`src/rtl/fifo_stream_reader_if.sv`:
```
// FIFO read port plus valid/ready stream, as seen by fifo_stream_reader.
// master: the reader side; slave: the FIFO/downstream side (testbench).
interface fifo_stream_reader_if #(
    parameter int unsigned WIDTH = 24
);
    logic             fifo_rd;
    logic             fifo_empty;
    logic [WIDTH-1:0] fifo_dout;
    logic [WIDTH-1:0] m_data;
    logic             m_valid;
    logic             m_last;
    logic             m_ready;

    modport master (
        output fifo_rd, m_data, m_valid, m_last,
        input  fifo_empty, fifo_dout, m_ready
    );

    modport slave (
        input  fifo_rd, m_data, m_valid, m_last,
        output fifo_empty, fifo_dout, m_ready
    );
endinterface

```
`src/rtl/fifo_stream_reader.sv`:
```
// Drains a registered-output synchronous FIFO into a valid/ready stream.
// A 2-entry skid buffer hides the one-cycle FIFO read latency so a word can
// be delivered every cycle; the stream is framed into PKT_LEN-word packets.
module fifo_stream_reader #(
    parameter int unsigned WIDTH   = 24,
    parameter int unsigned PKT_LEN = 16,
    parameter int unsigned CNT_W   = 32
) (
    input  logic                 clk,
    input  logic                 rst,
    input  logic                 en,
    output logic [CNT_W-1:0]     word_cnt,
    fifo_stream_reader_if.master bus_io
);
    localparam int unsigned BeatW = (PKT_LEN > 1) ? $clog2(PKT_LEN) : 1;
    localparam logic [BeatW-1:0] BeatLast = BeatW'(PKT_LEN - 1);

    logic [1:0]       occ_q, occ_d;
    logic             pending_q;
    logic [WIDTH-1:0] buf0_q, buf0_d;
    logic [WIDTH-1:0] buf1_q, buf1_d;
    logic [BeatW-1:0] beat_q, beat_d;
    logic [CNT_W-1:0] cnt_q, cnt_d;

    logic       pop;
    logic [2:0] occ_sum;
    logic       tail_is_one;

    assign pop     = bus_io.m_valid & bus_io.m_ready;
    // Occupancy after this cycle's capture and pop; pop implies occ_q >= 1.
    assign occ_sum = {1'b0, occ_q} + {2'b00, pending_q} - {2'b00, pop};

    // Read only if the word arriving next cycle is guaranteed a free slot.
    assign bus_io.fifo_rd = rst & en & ~bus_io.fifo_empty & (occ_sum <= 3'd1);

    assign bus_io.m_valid = (occ_q != 2'd0);
    assign bus_io.m_data  = buf0_q;
    assign bus_io.m_last  = (beat_q == BeatLast) & bus_io.m_valid;
    assign word_cnt       = cnt_q;

    // Slot written by a capture, evaluated after a same-cycle pop shifts the head.
    assign tail_is_one = (occ_q == 2'd2) || ((occ_q == 2'd1) && !pop);

    // Next-state: buffer shift/capture, occupancy, beat and word counters.
    always_comb begin
        occ_d  = occ_sum[1:0];
        buf0_d = buf0_q;
        buf1_d = buf1_q;
        beat_d = beat_q;
        cnt_d  = cnt_q;

        if (pop) begin
            buf0_d = buf1_q;
            cnt_d  = cnt_q + CNT_W'(1);
            beat_d = (beat_q == BeatLast) ? '0 : beat_q + BeatW'(1);
        end

        if (pending_q) begin
            if (tail_is_one) begin
                buf1_d = bus_io.fifo_dout;
            end else begin
                buf0_d = bus_io.fifo_dout;
            end
        end
    end

    // State registers; reset drops any in-flight and buffered words.
    always_ff @(posedge clk or negedge rst) begin
        if (!rst) begin
            occ_q     <= 2'd0;
            pending_q <= 1'b0;
            buf0_q    <= '0;
            buf1_q    <= '0;
            beat_q    <= '0;
            cnt_q     <= '0;
        end else begin
            occ_q     <= occ_d;
            pending_q <= bus_io.fifo_rd;
            buf0_q    <= buf0_d;
            buf1_q    <= buf1_d;
            beat_q    <= beat_d;
            cnt_q     <= cnt_d;
        end
    end
endmodule

```
`src/flat_wrapper.sv`:
```
// flat-port wrapper written by rule: the top's interface ports become plain ports
module fifo_stream_reader_flat 
#(
    parameter int unsigned WIDTH   = 24,
    parameter int unsigned PKT_LEN = 16,
    parameter int unsigned CNT_W   = 32
)
  (clk, rst, en, word_cnt, bus_io_fifo_rd, bus_io_m_data, bus_io_m_valid, bus_io_m_last, bus_io_fifo_empty, bus_io_fifo_dout, bus_io_m_ready);
  fifo_stream_reader_if #(.WIDTH(WIDTH)) bus_io_i ();
  input  logic clk;
  input  logic rst;
  input  logic en;
  output logic [CNT_W-1:0] word_cnt;
  output wire logic [$bits(bus_io_i.fifo_rd)-1:0] bus_io_fifo_rd;
  output wire logic [$bits(bus_io_i.m_data)-1:0] bus_io_m_data;
  output wire logic [$bits(bus_io_i.m_valid)-1:0] bus_io_m_valid;
  output wire logic [$bits(bus_io_i.m_last)-1:0] bus_io_m_last;
  input wire logic [$bits(bus_io_i.fifo_empty)-1:0] bus_io_fifo_empty;
  input wire logic [$bits(bus_io_i.fifo_dout)-1:0] bus_io_fifo_dout;
  input wire logic [$bits(bus_io_i.m_ready)-1:0] bus_io_m_ready;
  assign bus_io_fifo_rd = bus_io_i.fifo_rd;
  assign bus_io_m_data = bus_io_i.m_data;
  assign bus_io_m_valid = bus_io_i.m_valid;
  assign bus_io_m_last = bus_io_i.m_last;
  assign bus_io_i.fifo_empty = bus_io_fifo_empty;
  assign bus_io_i.fifo_dout = bus_io_fifo_dout;
  assign bus_io_i.m_ready = bus_io_m_ready;
  fifo_stream_reader #(.WIDTH(WIDTH), .PKT_LEN(PKT_LEN), .CNT_W(CNT_W)) u_core (.clk(clk), .rst(rst), .en(en), .word_cnt(word_cnt), .bus_io(bus_io_i));
endmodule
```
`config.mk`:
```
export PLATFORM = sky130hd
export DESIGN_NAME = fifo_stream_reader_flat
export DESIGN_NICKNAME = d
export VERILOG_FILES = /design/src/rtl/fifo_stream_reader_if.sv /design/src/rtl/fifo_stream_reader.sv /design/src/flat_wrapper.sv
export SDC_FILE = /design/constraint.sdc
export NUM_CORES = 1
export LEC_CHECK = 0
export BUFFER_PORTS_ARGS = -buffer_cell sky130_fd_sc_hd__buf_2
export CAP_MARGIN = 5
export CORE_MARGIN = 3
export CORE_UTILIZATION = 48
export CTS_BUF_LIST = sky130_fd_sc_hd__clkbuf_4 sky130_fd_sc_hd__clkbuf_8 sky130_fd_sc_hd__clkbuf_16
export CTS_CLUSTER_DIAMETER = 30
export DETAILED_ROUTE_END_ITERATION = 8
export PLACE_DENSITY = 0.82
export SETUP_SLACK_MARGIN = 0.05
export SYNTH_ARGS = -nofsm -noshare
export SYNTH_HDL_FRONTEND = slang
export SYNTH_SLANG_ARGS = --single-unit
```
`constraint.sdc`:
```
create_clock -name clk -period 2.6 [get_ports clk]
set_input_delay 0.52 -clock clk [delete_from_list [all_inputs] [get_ports clk]]
set_output_delay 0.52 -clock clk [all_outputs]
set_load 0.02 [all_outputs]
```
==> results.json <==
{
  "syn_inst": 326,
  "crit_arrival_ns": 2.21,
  "drv_slew": 0,
  "p_leak_nw": 2.39,
  "timing.rr.end": "u_core.word_cnt[24]",
  "vias": 2790,
  "wire_per_inst_um": 15.0,
  "cp_cell_sequence": "buf_6, inv_4, o21ai_2, ha_2, fa_2, nor4_4, buf_4",
  "synth_area_um2": 3840,
  "grt_usage_pct": 18.5,
  "dpl_cell_area_um2": 4420,
  "wl_um": 7930,
  "p_clk_share_pct": 22.7,
  "cap_violations": 0,
  "rows": 31,
  "drt-pass1-iter-count": 4,
  "cts_max_level": 3,
  "fin_area_um2": 4710,
  "worstPathMaxFanout": 2,
  "portBuffers": 87,
  "core_area_um2": 7490,
  "clk_pin_slew_worst_paths_ns": 0.09,
  "outcome": "complete, but fails checks",
  "synth.top_cell.area_share_pct": 56.7,
  "finalCritPeriodShare_pct": 105,
  "grt_antenna_before_repair": 0,
  "layout.nets": 458,
  "synth_area_leader_cell": "dfrtp_1",
  "pwr-share-comb_pct": 32.6,
  "grt_pass1_vias": 2946,
  "avgViaCountPerCell": 5.27,
  "rrSetupSlack_ns": 0.72,
  "finClkSkew_ns": 0.0103,
  "worstRegToRegCells": 6,
  "cp_top_family": "adder cells",
  "yosysWarnings": 0,
  "vdd_ir_drop_max_mv": 0.546,
  "ys_ff_latch": 87,
  "crit_slowest_cell": "fa_2",
  "fmax_mhz": 367,
  "slew_headroom_pct": 46.1,
  "min_period_ns": 2.73,
  "worstSetupStartpoint": "u_core.occ_q[0]",
  "power.share.sequential_pct": 44.7,
  "rsz0062_at_grt": "yes",
  "fillCellCount": 623,
  "cts_sinks": 87,
  "hold_class": "input port to asynchronous set/reset pin",
  "synth_area_leaders": "dfrtp_1 (57%), mux2_2 (7.0%), mux2i_1 (6.3%), xnor2_1 (5.9%), nand2_1 (4.4%)",
  "setup_viol": 1,
  "most-common-layout-cells": "dfrtp_1 (87), buf_2 (85), nand2_1 (44), o21ai_0 (27), xnor2_1 (26)",
  "fin_cells": 529,
  "final_common_cell": "dfrtp_1",
  "route.detailed.drc": 0,
  "grt_pass1_wl_um": 13300,
  "hpwl_um": 5620,
  "syn_to_final_growth_pct": 22.8,
  "die-width_um": 95.4,
  "cp-end-kind": "primary output",
  "grt_max_degree": 67,
  "drtAntennaViolNets": 0,
  "dp.cells": 508,
  "avgSynthCellArea_um2": 11.8,
  "insertion_delay_ns": 0.34,
  "fin_hold_ws_ns": 0.0527,
  "violations": "setup timing",
  "ios": 88,
  "start_kind": "flop",
  "drt-initial-drc-count": 101,
  "max_stage_delay_ns": 0.47,
  "setup_ws_ns": -0.126,
  "worst-path-buf-inv": 3,
  "grt_overflow_total": 0,
  "ys_types": 32,
  "antenna_cells": 0,
  "initial_core_util_pct": 51.3,
  "die_h_um": 95.4,
  "synth_seq_area_share_pct": 56.7,
  "timing_worst_setup_path_type": "flop to primary output",
  "worst_slew_pin_slew_ns": 0.809,
  "rr_startpoint": "u_core.occ_q[0]",
  "swShare_pct": 33.7,
  "finalHoldViolations": 0,
  "dieArea_um2": 9100,
  "syn_nets": 359,
  "clk_path_buf_depth": 2,
  "total_power_mw": 4.57,
  "drive_above_1_share_pct": 35.6,
  "p_sw_mw": 1.54,
  "ctsRootBufferMaster": "clkbuf_8",
  "worstPathRequired_ns": 2.08,
  "routabilityCongestion": 0.821,
  "cts_buffers": 9,
  "tritoncts": "built",
  "p_int_mw": 3.03,
  "pwr_density_cell_nw_per_um2": 969
}
==> timing repair <==
action	in CTS	in global routing
gates resized for setup	11	0
setup buffers	3	2
pin swaps	4	4
endpoints found under the setup margin	1	1
hold buffers	0	0
==> sequential cells by signal (all words and copies together), names as in the netlist <==
register              count
u_core.buf1_q            24
u_core.pending_q          1
u_core.bus_io.m_data     24
u_core.occ_q              2
u_core.word_cnt          32
u_core.beat_q             4
==> power groups by stage <==
stage               Clock (mW)  Combinational (mW)  Sequential (mW)
CTS                       1.06                1.49             2.04
global placement             0                1.36             2.03
floorplan                    0               0.767             2.23
global route              1.11                1.65             2.09
detailed placement           0                1.42             2.06
finish                    1.04                1.49             2.04
==> metal layers <==
layer  GRT usage, %  wire length, um  up-vias
met5              0                0        -
met4           6.87               23        0
met3           5.76              635        2
met2           31.3             3990       93
met1           22.3             3280     1354
li1               -                -     1341
==> kinds of logic (layout without fill, tap and decap cells) <==
family | after synthesis | after routing | share of synthesized area (%)
AND/OR/NAND/NOR | 104 | 104 | 14.1
flip-flops | 87 | 87 | 56.7
adder cells (fa/ha/maj) | 4 | 4 | 1.50
AO/OA/AOI/OAI | 34 | 34 | 4.79
multiplexers | 48 | 48 | 13.3
buffers and inverters | 16 | 120 | 2.02
XOR/XNOR | 33 | 33 | 7.53
==> stage by stage <==
step                      util [%]  setup TNS, ns  worst slack [ns]
final                         63.0         -0.126            -0.126
after global routing          63.0         -0.244            -0.244
after CTS                     62.8         -0.198            -0.198
after detailed placement      59.1              0            0.0215
after global placement        59.1              0            0.0984
after floorplan                  -              0             0.139
==> worst max path at each step <==
stage                          end  slack [ns]  cells after the start
finish              bus_io_fifo_rd       -0.13                      7
global route        bus_io_fifo_rd       -0.24                      7
CTS                 bus_io_fifo_rd       -0.20                      7
detailed placement  bus_io_fifo_rd        0.02                      7
global placement    bus_io_fifo_rd         0.1                      7
floorplan           bus_io_fifo_rd        0.14                      7
==> Yosys cell counts, drive strengths merged <==
library cell and instances:
fa 1, nand3 13, nor4 8, inv 4
dfrtp 87, nor2 3, nand4 16, clkbuf 3
nor4b 1, mux2i 24, o21ai 30, mux2 24
o21a 1, nor2b 1, a21oi 2, xor2 7
buf 9, or2 1, nor3 4, and2 5
xnor2 26, and3 5, ha 3, o2111ai 1
nand2 45, nor3b 2
==> cell type report <==
class                      count  area (um^2)  area share, %
sequential                    87         2180           46.2
multi-input combinational    223         1630           34.6
timing repair buffer         100          542           11.5
clock buffer                  11          145           3.08
tap                           99          124           2.63
clock inverter                 5         78.8           1.67
inverter                       4         17.5          0.372
Note: power is estimated with default switching activity, not from simulation.
